===== config.mk =====
export PLATFORM = sky130hd
export DESIGN_NAME = down_timer
export DESIGN_NICKNAME = d
export VERILOG_FILES = /design/src/rtl/down_timer.sv
export SDC_FILE = /design/constraint.sdc
export NUM_CORES = 1
export LEC_CHECK = 0
export ABC_AREA = 1
export BUFFER_PORTS_ARGS = -buffer_cell sky130_fd_sc_hd__buf_4
export CAP_MARGIN = 20
export CORE_UTILIZATION = 40
export DETAILED_ROUTE_END_ITERATION = 8
export PLACE_DENSITY = 0.66
export RECOVER_POWER = 25
export SLEW_MARGIN = 25
export SYNTH_ARGS = -nofsm -noshare
export SYNTH_HDL_FRONTEND = slang
export SYNTH_SLANG_ARGS = --single-unit

===== constraint.sdc =====
create_clock -name iClk -period 1.8 [get_ports iClk]
set_clock_uncertainty 0.1 [all_clocks]
set_input_delay 0 -clock iClk [delete_from_list [all_inputs] [get_ports iClk]]
set_output_delay 0 -clock iClk [all_outputs]
set_load 0.02 [all_outputs]

===== src/rtl/down_timer.sv =====
// Loadable down-counter/timer with one-shot or auto-reload expiry and a registered terminal-count pulse.
// Optional sticky terminal-count flag (iClrTc / oTcSticky) is enabled by defining DOWN_TIMER_STICKY_TC_EN.
module down_timer #(
    parameter int LIM = 150,
    parameter int N   = $clog2(LIM)
) (
    input  logic         iClk,
    input  logic         iRst,
    input  logic         iEn,
    input  logic         iLoad,
    input  logic [N-1:0] iLoadVal,
    input  logic         iAutoReload,
`ifdef DOWN_TIMER_STICKY_TC_EN
    input  logic         iClrTc,
    output logic         oTcSticky,
`endif
    output logic [N-1:0] oQ,
    output logic         oTc,
    output logic         oBusy
);

    typedef enum logic {
        IDLE = 1'b0,
        RUN  = 1'b1
    } state_t;

    localparam logic [N-1:0] MAX_VAL = N'(LIM - 1);

    state_t       state_q, state_d;
    logic [N-1:0] q_q, q_d;
    logic [N-1:0] reload_q, reload_d;
    logic         tc_q, tc_d;
    logic [N-1:0] load_val;
    logic         terminal;
`ifdef DOWN_TIMER_STICKY_TC_EN
    logic         sticky_q, sticky_d;
`endif

    assign load_val = (iLoadVal > MAX_VAL) ? MAX_VAL : iLoadVal;
    assign terminal = (state_q == RUN) && iEn && (q_q == '0);

    always_ff @(posedge iClk) begin
        if (iRst) begin
            state_q  <= IDLE;
            q_q      <= '0;
            reload_q <= MAX_VAL;
            tc_q     <= 1'b0;
`ifdef DOWN_TIMER_STICKY_TC_EN
            sticky_q <= 1'b0;
`endif
        end else begin
            state_q  <= state_d;
            q_q      <= q_d;
            reload_q <= reload_d;
            tc_q     <= tc_d;
`ifdef DOWN_TIMER_STICKY_TC_EN
            sticky_q <= sticky_d;
`endif
        end
    end

    // A load wins over a coincident terminal event and swallows its pulse.
    always_comb begin
        state_d  = state_q;
        q_d      = q_q;
        reload_d = reload_q;
        tc_d     = 1'b0;
        if (iLoad) begin
            state_d  = RUN;
            q_d      = load_val;
            reload_d = load_val;
        end else if (state_q == RUN && iEn) begin
            if (q_q != '0) begin
                q_d = q_q - N'(1);
            end else begin
                tc_d = 1'b1;
                if (iAutoReload) begin
                    q_d = reload_q;
                end else begin
                    state_d = IDLE;
                end
            end
        end
    end

`ifdef DOWN_TIMER_STICKY_TC_EN
    always_comb begin
        sticky_d = sticky_q;
        if (terminal && !iLoad) begin
            sticky_d = 1'b1;
        end else if (iClrTc || iLoad) begin
            sticky_d = 1'b0;
        end
    end
`endif

    always_comb begin
        oQ    = q_q;
        oTc   = tc_q;
        oBusy = (state_q == RUN);
`ifdef DOWN_TIMER_STICKY_TC_EN
        oTcSticky = sticky_q;
`endif
    end

endmodule


# == After elaboration in Yosys (flattened, before gate mapping) ==
# Index checks and enable logic that the tools add are counted.
# W data, S select, Z words.
# word_totals
regBits,18
memories,0
word_cells,26
mem_bits_ro,0
output_inout_bits,10
latch_bits,0
ramBits,0
# classes
shifts,0
multipliers,0
n_addsub,1
div_mod_pow,0
eq_ne,2
reduce_logical,7
bitwise_logic,1
order_cmp,1
muxes,10
# op_table
operator,n
$mux W8,5
$gt A8 B8 Y1 const B,1
$reduce_bool A8 Y1,1
$sub A8 B1 Y8 const B,1
$mux W1,5
$ne A2 B2 Y1 const B,2
$reduce_and A3 Y1,1
$reduce_bool A3 Y1,1
$reduce_or A3 Y1,1
$reduce_and A2 Y1,1
$reduce_bool A2 Y1,1
$logic_and A1 B1 Y1,1
$not A1 Y1,1

# == Depth between registers and ports, before layout ==
# Gate-level depths: netlist of run 1.
# depth
word_depth,4
ltp_mapped,11
ltp_nobuf,11

# == Worst setup path before layout of run 1 ==
# Ideal clock, no wire load.
# synth_path
path_type,flip-flop to flip-flop
startpoint,register q_q[0] (netlist: oQ[0])
endpoint,register q_q[6] (netlist: oQ[6])
setup_ns,0.115
period_less_slack_ns,1.601
path_stages_with_launch,9
arrival_time_ns,1.387
n_path_buf,0
setup_slack_ns,0.199
cell_sequence,dfxtp_1 inv_1 ha_1 nand2_4 nor2_8 a21oi_4 nand2_1 nor2_1 nor2_1
# synth_via
elab_chain_len,4
# synth_lines
element,line,rtl
start: declaration,30,"logic [N-1:0] q_q, q_d;"
start signal: assignment,53,q_q <= q_d;
$sub A8 B1 Y8 or $reduce_bool A8 Y1 (tied branches),"74, 73",
$mux W8,73,if (q_q != '0) begin
$mux W8,72,end else if (state_q == RUN && iEn) begin
$mux W8,68,if (iLoad) begin
# Parallel ways exist; a longest one is shown, timed or not. The select of a mux whose other input is x is not followed.
# A chain may end at the register's enable or synchronous reset.

# == Worst setup path after layout of run 1 ==
# layout_path
startpoint,input port iLoadVal[1]
endpoint,register reload_q[6]
# layout_via
elab_chain_len,2
# layout_lines
element,line,rtl
start: declaration,11,"input logic [N-1:0] iLoadVal,"
$gt A8 B8 Y1,39,assign load_val = (iLoadVal > MAX_VAL) ? MAX_VAL : iLoadVal;
$mux W8,39,
end signal: assignment,54,reload_q <= reload_d;
end: declaration,31,"logic [N-1:0] reload_q, reload_d;"
# Every way passes these cells.

==> reports/results.tsv, run 1 <==
stage	metric	value	unit
setup_path	r2r_slack	200	ps
detailed_routing	drt_iter0_markers	42	
yosys	synthAdderAreaFrac	0.0218	
placement	dp_hpwl	2100	µm
clock_network	htreeDepth	1	
global_routing	grt_max_degree	14	
detailed_routing	routed.top_layer	met4	
placement	place.gp.congestion	0.843	
power	p_leak	0.767	nW
yosys	yosysUniqueCellTypes	25	
finish	area_delta_synth_final	30.9	%
power	p_sw_frac	0.384	
yosys	synth_edf_count	0	
detailed_routing	met2_wirelength	1330	µm
setup_path	rr_worst_depth	11	
yosys	synthSimpleGateAreaFrac	0.459	
setup_path	endpoint_kind	flip-flop	
yosys	syn-num-nets	190	
finish	layout.nets	228	
global_routing	grt_overflow	0	
floorplan	num_rows	19	
yosys	synth_most_common_cell	nand2_1	
global_routing	grt_util_all_layers	0.197	
yosys	synth_area_per_cell	6.57	µm²
floorplan	die_w	55.6	µm
yosys	synth_ff_type	dfxtp_1	
clock_network	clk_latency	300	ps
floorplan	die_area	3090	µm²
outcome	status	finished with violations	
detailed_routing	ant_nets	0	
clock_network	numClockSinks	18	
detailed_routing	num_vias	1179	
sta	fin_setup_tns	0	ps
sta	period_needed	1690	ps
sta	finalHoldViolCount	1	
yosys	synth-seq-cells	18	
yosys	synthTopCellsByCount	nand2_1, inv_1, nand3_1	
outcome	failed_checks	hold timing	
yosys	synth-xor-area-share	0.00762	
setup_path	critPathKind	in2reg	
yosys	synth_top_family_by_area	simple AND/OR/NAND/NOR gates	
yosys	synth_top_cell_by_area	dfxtp_1	
clock_network	clk_pin_slew	120	ps
power	p_int	0.000741	W
finish	layout-drive-gt1-share	0.189	
setup_path	crit_fanout	7	
setup_path	required	1940	ps
sta	setup_viol	0	
clock_network	cts_buffer_depth	2	
detailed_routing	via_per_inst	4.85	
detailed_routing	wl_per_cell	11.8	µm
sta	finalCritPeriodShare	0.936	
detailed_routing	routed_wl	2860	µm
yosys	synthMuxAreaShare	0	
power	combPwrFrac	0.398	
power	powerDensity	800	nW/µm²
sta	rsz0062_at_grt	no	
sta	slew_viol_final	0	
sta	max-slew-margin-rel	0.804	
finish	n_antenna_cell	0	
clock_network	cts_root_buf	clkbuf_4	
floorplan	start_util	0.421	
power	peakVddDrop	0.453	mV
detailed_routing	drc	0	
global_routing	grt_pass1_wl	4880	µm
placement	port_buffers	22	
yosys	synthTopCellsByArea	dfxtp_1, nand2_1, nand3_1	
power	switching_power	0.000463	W
clock_network	cts_setup_buffers	0	
clock_network	cts_tree	built	
yosys	synth_cells	175	
yosys	synth_warnings	0	
floorplan	io_pins	23	
yosys	seq_area_frac_synth	0.313	
global_routing	grt_pass1_vias	1155	
clock_network	numCtsBuffers	3	
placement	place_ws	204	ps
yosys	syn_area	1150	µm²
power	power_frac_seq	0.390	
global_routing	antenna_found_initial	0	
sta	worst_pin_slew	293	ps
flow_run	maxCapViolCount	0	
setup_path	worstPathArrival	1820	ps
yosys	synth-async-reset-ratio	0	
sta	holdWs	-25.7	ps
floorplan	core_area	2730	µm²
setup_path	start_kind	primary input	
sta	fin_ws	115	ps
detailed_routing	firstDrtPassIters	5	
detailed_routing	drt-met1-wl	1370	µm
detailed_routing	wl_met3	119	µm
yosys	synth_compound_area_frac	0.0968	
sta	max_freq	0.593	GHz
floorplan	die_height	55.6	µm
min_path	whs_path_depth	5	
yosys	synth_top_area_frac	0.313	
power	pwr-share-clk	0.212	
min_path	hp-class	in2reg	
[through the flow]
step / cells / hold WS, ps / total power [W] / instance area, µm² / util
2_1_floorplan: 175 / 36.0 / 0.000816 / 1150 / -
3_3_place_gp: 225 / 165 / 0.000931 / 1340 / 0.490
3_5_place_dp: 225 / 176 / 0.000942 / 1340 / 0.490
4_1_cts: 243 / 9.18 / 0.00121 / 1520 / 0.554
5_1_grt: 243 / 37.3 / 0.00129 / 1510 / 0.551
6_report: 243 / -25.7 / 0.00120 / 1510 / 0.551
[what timing repair did]
item | CTS | global route
hold buffers | 14 | 0
endpoints found under the setup margin | 0 | 3
endpoints found under the hold margin | 14 | 0
gates resized for setup | 0 | 4
[worst max-delay path, stage by stage]
cell	delay, ps
dlygate4sd3_1	540
buf_4	140
nand2_1	60
nand2_1	40
nand2_1	50
nand2_1	80
nand2_4	100
nand3_1	110
dlygate4sd3_1	580
a21oi_1	120
[final timing paths]
check	from	end
setup reg to reg	oQ[0]$_SDFFE_PP0P_	oQ[3]$_SDFFE_PP0P_
hold reg to reg	reload_q[7]$_SDFFE_PP1P_	reload_q[7]$_SDFFE_PP1P_
setup / recovery	iLoadVal[1]	reload_q[6]$_SDFFE_PP0P_
hold / removal	iLoadVal[5]	oQ[5]$_SDFFE_PP0P_
[state kept, by name, summed over array words and instances, names as in the netlist]
signal / flops
oBusy: 1
oQ: 8
oTc: 1
reload_q: 8
[logic make-up (layout without fill, tap and decap cells)]
| logic type | Yosys count | in the layout |
|---|---|---|
| AO/OA/AOI/OAI | 18 | 18 |
| XOR/XNOR | 1 | 1 |
| adder cells (fa/ha/maj) | 2 | 2 |
| buffers and inverters | 30 | 67 |
| flip-flops | 18 | 18 |
| AND/OR/NAND/NOR | 106 | 106 |
[power by group through the flow]
stage / Combinational, W / Clock (W) / Sequential (W)
final: 0.000479 / 0.000255 / 0.000470
after CTS: 0.000488 / 0.000257 / 0.000469
after detailed placement: 0.000464 / 0 / 0.000478
after global routing: 0.000534 / 0.000281 / 0.000475
after floorplan: 0.000316 / 0 / 0.000501
after global placement: 0.000454 / 0 / 0.000477
[layer usage]
metal  GRT usage  vias up
li1            -      622
met4      0.0786        0
met5           0        -
met1       0.247      527
met2       0.336       26
met3      0.0349        4
[layout make-up]
class / count / area [µm²]
fill: 277 / 1230
multi-input combinational: 127 / 686
sequential: 18 / 360
timing repair buffer: 36 / 279
inverter: 27 / 105
tap: 31 / 38.8
clock buffer: 4 / 36.3
[placed cells by master, fill, tap and decap left out]
| cell type | netlist | layout |
|---|---|---|
| nand2_1 | 54 | 53 |
| inv_1 | 25 | 24 |
| nand3_1 | 22 | 21 |
| dfxtp_1 | 18 | 18 |
| buf_4 | 0 | 15 |
| dlygate4sd3_1 | 0 | 14 |
| nor2_1 | 12 | 12 |
| a21oi_1 | 11 | 11 |
| clkbuf_1 | 0 | 7 |
| nand2_4 | 5 | 6 |
| nand2_2 | 3 | 3 |
| nor2_4 | 3 | 3 |
| clkbuf_4 | 0 | 3 |
| nand3_2 | 1 | 2 |
| o211ai_1 | 2 | 2 |
| nor2_2 | 2 | 2 |
| o21ai_1 | 2 | 2 |
| ha_1 | 2 | 2 |
| clkinvlp_4 | 0 | 1 |
| inv_2 | 1 | 1 |
| nor3_1 | 1 | 1 |
| o22ai_1 | 1 | 1 |
| nor2_8 | 1 | 1 |
| a21oi_4 | 1 | 1 |
| xnor2_1 | 1 | 1 |
| nand4_1 | 1 | 1 |
| clkinv_1 | 1 | 1 |
| nand3b_1 | 1 | 1 |
| a21oi_2 | 1 | 1 |
| clkbuf_8 | 0 | 1 |
Power figures use the tool's default switching activity.
==> run 2, diff against run 1 <==
--- a/config.mk
+++ b/config.mk
@@ -11,7 +11,7 @@
 export CORE_UTILIZATION = 40
 export DETAILED_ROUTE_END_ITERATION = 8
 export PLACE_DENSITY = 0.66
-export RECOVER_POWER = 25
+export RECOVER_POWER = 50
 export SLEW_MARGIN = 25
 export SYNTH_ARGS = -nofsm -noshare
 export SYNTH_HDL_FRONTEND = slang
==> run 2 against run 1 <==
  * Setup slack improved by 0.80 ps
  * Register-to-register slack barely moved
  * Critical endpoint unchanged
  * Utilization fell by 0.41 points
  * Critical path depth did not move
  * Non-clock buffer count did not move
  * Largest power group unchanged
  * Global-route usage did not move
  * The run still ends with hold timing left
  * Via count barely moved
  * Total power fell by 0.61%
  * Routed wire length barely moved
  * Cell count did not move
==> reports/results.tsv, run 2 (synthesis results as in run 1) <==
stage	metric	value	unit	change
clock_network	numCtsBuffers	3		unchanged
setup_path	r2r_slack	200	ps	about the same
floorplan	start_util	0.421		unchanged
placement	dp.cells	225		unchanged
power	powerDensity	801	nW/µm²	+0.14%
sta	worst_pin_slew	293	ps	-0.00119 ps
detailed_routing	routed_wl	2860	µm	about the same
detailed_routing	via_per_inst	4.85		about the same
power	power_frac_seq	0.392		+0.002
placement	place_area	1340	µm²	unchanged
global_routing	grt_overflow	0		unchanged
finish	multi_input_area	686	µm²	unchanged
power	peakVddDrop	0.452	mV	-0.24%
finish	finish.utilization	0.546		-0.00412
global_routing	grt_max_degree	14		unchanged
detailed_routing	drc	0		unchanged
clock_network	htreeDepth	1		unchanged
floorplan	die_w	55.6	µm	unchanged
power	power.total	0.00120	W	-0.61%
flow_run	maxCapViolCount	0		unchanged
sta	finalHoldViolCount	1		unchanged
clock_network	cts_buffer_depth	2		unchanged
clock_network	clk_latency	300	ps	about the same
clock_network	numClockSinks	18		unchanged
sta	slew_viol_final	0		unchanged
global_routing	antenna_found_initial	0		unchanged
finish	n_antenna_cell	0		unchanged
placement	port_buffers	22		unchanged
placement	place.gp.congestion	0.843		unchanged
sta	rsz0062_at_grt	no		
global_routing	grt_util_all_layers	0.197		unchanged
setup_path	crit_fanout	7		unchanged
setup_path	worstPathArrival	1820	ps	about the same
detailed_routing	drt_iter0_markers	43		+2.4%
sta	period_needed	1680	ps	-0.804 ps
sta	max-slew-margin-rel	0.804		about the same
finish	layout.nets	228		unchanged
placement	dp_hpwl	2100	µm	unchanged
setup_path	start_kind	primary input		
setup_path	endpoint_kind	flip-flop		
detailed_routing	num_vias	1178		-0.085%
power	pwr-share-clk	0.213		about the same
setup_path	required	1940	ps	about the same
sta	holdWs	-25.3	ps	+0.411 ps
finish	area_delta_synth_final	29.9	%	
finish	mostFrequentLayoutCell	nand2_1		
global_routing	grt_pass1_vias	1155		unchanged
power	combPwrFrac	0.395		-0.003
outcome	failed_checks	hold timing		
clock_network	cts_root_buf	clkbuf_4		
outcome	status	finished with violations		
finish	regArea	360	µm²	unchanged
floorplan	num_rows	19		unchanged
sta	max_freq	0.594	GHz	about the same
sta	setup_viol	0		unchanged
finish	layout-drive-gt1-share	0.175		-0.0142
detailed_routing	firstDrtPassIters	4		-1
power	switching_power	0.000462	W	-0.19%
clock_network	cts_tree	built		
finish	design_area	1490	µm²	-0.75%
setup_path	critPathKind	in2reg		
floorplan	io_pins	23		unchanged
detailed_routing	ant_nets	0		unchanged
finish	mostFrequentLayoutCells	nand2_1, inv_1, nand3_1		
floorplan	core_area	2730	µm²	unchanged
finish	fin_cells	243		unchanged
floorplan	die_area	3090	µm²	unchanged
power	p_leak	0.755	nW	-1.6%
finish	n_fill_cell	282		+1.8%
sta	finalCritPeriodShare	0.936		about the same
detailed_routing	wl_per_cell	11.8	µm	about the same
power	p_int	0.000734	W	-0.87%
global_routing	grt_pass1_wl	4880	µm	unchanged
sta	fin_setup_tns	0	ps	unchanged
power	p_sw_frac	0.386		+0.00162
floorplan	die_height	55.6	µm	unchanged
min_path	hp-class	in2reg		
clock_network	clk_pin_slew	120	ps	about the same
run 2: cell types whose count changed in the layout (fill, tap and decap cells not counted), sizes merged:
| cell | delta |
|---|---|
| buf | -3 |
| clkbuf | +3 |
run 2: metrics by stage:
stage	setup slack, ps	hold WS, ps
4_1_cts	59.0	9.18
3_3_place_gp	267	165
6_report	115	-25.3
5_1_grt	10.2	37.3
2_1_floorplan	199	36.0
3_5_place_dp	204	176
run 2: final cells by class:
class,instances,share of cell area
multi-input combinational,127,0.459
sequential,18,0.241
timing repair buffer,36,0.179
inverter,27,0.0704
tap,31,0.0260
clock buffer,4,0.0243
run 2: critical path: stages:
cell and delay (ps):
dlygate4sd3_1 540, buf_4 140, nand2_1 60, nand2_1 40, nand2_1 50, nand2_1 80
nand2_4 100, nand3_1 100, dlygate4sd3_1 580, a21oi_1 120
run 2: final timing paths:
check,depth (start not counted),startpoint,endpoint
hold reg to reg,2,reload_q[7]$_SDFFE_PP1P_,reload_q[7]$_SDFFE_PP1P_
hold / removal,5,iLoadVal[5],oQ[5]$_SDFFE_PP0P_
setup / recovery,10,iLoadVal[1],reload_q[6]$_SDFFE_PP0P_
setup reg to reg,8,oQ[0]$_SDFFE_PP0P_,oQ[2]$_SDFFE_PP0P_
run 2: power groups by stage:
stage                     clock (W)  combinational, W  sequential (W)
after floorplan                   0          0.000316        0.000501
after global placement            0          0.000454        0.000477
after detailed placement          0          0.000464        0.000478
after CTS                  0.000257          0.000488        0.000469
after global routing       0.000281          0.000528        0.000475
final                      0.000254          0.000472        0.000469
run 2: per-layer routing:
metal  GRT usage  part of all wire  up-vias
li1            -                 -      623
met1       0.247              0.47      521
met2       0.336              0.46       30
met3      0.0349             0.050        4
met4      0.0786             0.012        0
met5           0                 0        -
run 2: repair_timing:
action / CTS / global route
gates resized for setup: 0 / 4
endpoints found under the hold margin: 14 / 0
hold buffers: 14 / 0
endpoints found under the setup margin: 0 / 3
buffers inserted: 0 / 0
==> run 3, diff against run 2 <==
--- a/config.mk
+++ b/config.mk
@@ -5,12 +5,13 @@
 export SDC_FILE = /design/constraint.sdc
 export NUM_CORES = 1
 export LEC_CHECK = 0
-export ABC_AREA = 1
+export ABC_AREA = 0
 export BUFFER_PORTS_ARGS = -buffer_cell sky130_fd_sc_hd__buf_4
 export CAP_MARGIN = 20
 export CORE_UTILIZATION = 40
 export DETAILED_ROUTE_END_ITERATION = 8
-export PLACE_DENSITY = 0.66
+export GPL_TIMING_DRIVEN = 0
+export PLACE_DENSITY = 0.67
 export RECOVER_POWER = 50
 export SLEW_MARGIN = 25
 export SYNTH_ARGS = -nofsm -noshare
==> run 3 against run 2 <==
  * The run ends with setup timing left
  * Critical path depth down 4
  * Clock power down 13%
  * Via count about the same
  * First-iteration DRC count down 30%
  * Total power up 2.1%
  * Non-clock buffer count up 14
  * Cell count down 19%
  * Critical endpoint is now oQ[2]$_SDFFE_PP0P_
  * Largest power group unchanged
==> reports/results.tsv, run 3 <==
stage	metric	value	unit	change
global_routing	grt_overflow	0		unchanged
floorplan	die_area	2770	µm²	-11%
sta	fin_ws	-22.6	ps	-138 ps
power	power.total	0.00122	W	+2.1%
setup_path	crit_fanout	5		-2
global_routing	grt_util_all_layers	0.247		+0.0493
global_routing	grt_pass1_wl	4930	µm	+0.98%
floorplan	die_height	52.6	µm	-5.4%
detailed_routing	num_vias	1179		+0.085%
clock_network	cts_tree	built		
yosys	synth_area_per_cell	8.46	µm²	+29%
sta	slew_viol_final	0		unchanged
floorplan	num_rows	17		-2
clock_network	cts_buffer_depth	2		unchanged
finish	mostFrequentLayoutCells	buf_4, dfxtp_1, dlygate4sd3_1		
setup_path	worstPathArrival	1920	ps	+100 ps
power	p_sw_frac	0.364		-0.0216
global_routing	antenna_found_initial	0		unchanged
finish	n_antenna_cell	0		unchanged
placement	dp.cells	170		-24%
placement	port_buffers	21		-4.5%
setup_path	required	1900	ps	-40 ps
setup_path	critPathKind	reg2reg		
detailed_routing	firstDrtPassIters	4		unchanged
clock_network	numCtsBuffers	3		unchanged
placement	place.gp.congestion	0.834		-1.1%
yosys	syn-num-nets	136		-28%
detailed_routing	ant_nets	0		unchanged
power	switching_power	0.000445	W	-3.6%
power	pwr-share-clk	0.181		-0.032
setup_path	cp_slowest_stage_delay	520	ps	-60 ps
min_path	worstHoldStart	iLoadVal[6]		
global_routing	grt_max_degree	11		-3
outcome	failed_checks	setup timing		
floorplan	start_util	0.441		+0.0209
power	p_int	0.000777	W	+5.7%
power	powerDensity	817	nW/µm²	+2.0%
setup_path	rr_worst_depth	6		-2
yosys	yosysUniqueCellTypes	39		+56%
detailed_routing	via_per_inst	5.98		+23%
sta	max_freq	0.549	GHz	-7.6%
yosys	syn_area	1020	µm²	-11%
finish	fin_cells	197		-19%
sta	rsz0062_at_grt	yes		
sta	finalHoldViolCount	0		-1
yosys	seq_area_frac_synth	0.352		+0.0387
yosys	synth_ff_type	dfxtp_1		
detailed_routing	wl_per_cell	15.9	µm	+35%
floorplan	io_pins	23		unchanged
clock_network	cts_root_buf	clkbuf_4		
yosys	synth_edf_count	0		unchanged
placement	dp_hpwl	2000	µm	-4.6%
finish	area_delta_synth_final	46.1	%	
setup_path	endpoint_kind	flip-flop		
yosys	synth-async-reset-ratio	0		unchanged
setup_path	start_kind	flip-flop		
clock_network	clk_latency	300	ps	about the same
global_routing	grt_pass1_vias	1148		-0.61%
setup_path	slowest_stage	or4b_4		
sta	worst_pin_slew	534	ps	+241 ps
finish	layout-drive-gt1-share	0.314		+0.139
power	p_leak	0.580	nW	-23%
yosys	synth_top_cell_by_area	dfxtp_1		
sta	max-slew-margin-rel	0.644		-0.160
yosys	synth_most_common_cell	dfxtp_1		
detailed_routing	routed_wl	3120	µm	+9.3%
clock_network	numClockSinks	18		unchanged
yosys	synthTopCellsByArea	dfxtp_1, a21oi_1, o21ai_1		
detailed_routing	drt_iter0_markers	30		-30%
floorplan	core_area	2320	µm²	-15%
min_path	hp-class	in2reg		
setup_path	crit_chain	inv_4 -> ha_4 -> or4b_4 -> nor3_2 -> a211oi_1 -> o221a_1		
clock_network	htreeDepth	1		unchanged
sta	finalCritPeriodShare	1.01		+0.0767
yosys	synth_cells	121		-31%
setup_path	r2r_slack	-20	ps	-220 ps
outcome	status	finished with violations		
clock_network	clk_pin_slew	110	ps	about the same
finish	mostFrequentLayoutCell	buf_4		
yosys	synth-seq-cells	18		unchanged
detailed_routing	drc	0		unchanged
sta	setup_viol	1		+1
yosys	synth_warnings	0		unchanged
min_path	whs_endpoint	reload_q[1]$_SDFFE_PP0P_		
yosys	synth_top_area_frac	0.352		+0.0387
flow_run	maxCapViolCount	0		unchanged
sta	period_needed	1820	ps	+138 ps
yosys	synthTopCellsByCount	dfxtp_1, nand2_1, a21oi_1		
setup_path	r2r_start	oQ[0]$_SDFFE_PP0P_		
power	power_frac_seq	0.392		about the same
power	combPwrFrac	0.428		+0.033
finish	layout.nets	185		-19%
floorplan	die_w	52.6	µm	-5.4%
power	peakVddDrop	0.645	mV	+43%
setup_path	timing.rr.end	oQ[2]$_SDFFE_PP0P_		
min_path	whs_path_depth	4		-1
==> run 3: cell types whose count changed after synthesis, sizes merged, moves of 3 or more <==
| cell | delta |
|---|---|
| nor2 | -11 |
| or3 | +3 |
| inv | -20 |
| nor3 | +4 |
| nand2b | +3 |
| a31oi | +6 |
| nand2 | -50 |
| o21ai | +10 |
| a21oi | -3 |
| nand3 | -23 |
| a211o | +4 |
==> run 3: layout make-up <==
cell class	count	area [µm²]
buffer	6	38.8
clock buffer	4	26.3
fill	196	823
inverter	6	25.0
multi-input combinational	91	667
sequential	18	368
tap	28	35.0
timing repair buffer	44	335
==> run 3: how the worst max path moves through the flow <==
stage,end,depth (start not counted),startpoint,slack [ps]
2_1_floorplan,oQ[7]$_SDFFE_PP0P_,6,oQ[1]$_SDFFE_PP0P_,30
4_1_cts,oQ[1]$_SDFFE_PP0P_,6,oQ[0]$_SDFFE_PP0P_,7
3_5_place_dp,oQ[1]$_SDFFE_PP0P_,6,oQ[1]$_SDFFE_PP0P_,-130
6_report,oQ[2]$_SDFFE_PP0P_,6,oQ[0]$_SDFFE_PP0P_,-20
5_1_grt,oQ[1]$_SDFFE_PP0P_,6,oQ[0]$_SDFFE_PP0P_,-110
3_3_place_gp,oQ[1]$_SDFFE_PP0P_,6,oQ[0]$_SDFFE_PP0P_,-100
==> run 3: per-layer routing <==
metal  track usage  routed length [µm]  part of all wire  up-vias
met5             0                   0                 0        -
met4         0.127                  93             0.030        0
met3        0.0290                 185             0.059       10
met2         0.418                1500              0.48       44
met1         0.302                1350              0.43      567
li1              -                   -                 -      558
==> run 3: power groups by stage <==
stage | registers, W | logic (W) | clock network, W
floorplan | 0.000508 | 0.000247 | 0
global placement | 0.000484 | 0.000388 | 0
detailed placement | 0.000485 | 0.000394 | 0
CTS | 0.000474 | 0.000468 | 0.000221
global route | 0.000484 | 0.000559 | 0.000242
finish | 0.000478 | 0.000523 | 0.000221
==> run 3: logic make-up after synthesis <==
group | after synthesis | share of synthesized area
AO/OA/AOI/OAI | 46 | 0.303
AND/OR/NAND/NOR | 39 | 0.231
flip-flops | 18 | 0.352
buffers and inverters | 12 | 0.0538
XOR/XNOR | 3 | 0.0257
adder cells (fa/ha/maj) | 2 | 0.0244
multiplexers | 1 | 0.00978
==> run 3: critical path: cells and delay by family (launching register included) <==
family,cells,cell delay (ps)
simple gates,2,710
flops,1,370
compound gates,2,310
fa+ha+maj,1,150
buf+inv,1,70
==> run 3: timing repair <==
action,CTS,global route
gates cloned,0,1
pin swaps,4,1
gates resized for setup,7,9
endpoints found under the hold margin,18,0
hold buffers,12,0
buffers inserted,6,4
endpoints found under the setup margin,8,9
==> run 3: per-stage QoR <==
stage	TNS (ps)	setup slack (ps)	hold slack, ps	utilization	instance area [µm²]
final	-22.6	-22.6	9.80	0.645	1500
after global routing	-326	-112	32.8	0.645	1500
after CTS	0	7.38	7.79	0.622	1440
after detailed placement	-618	-133	116	0.529	1230
after global placement	-430	-98.7	113	0.529	1230
after floorplan	0	25.6	-1.43	-	1030
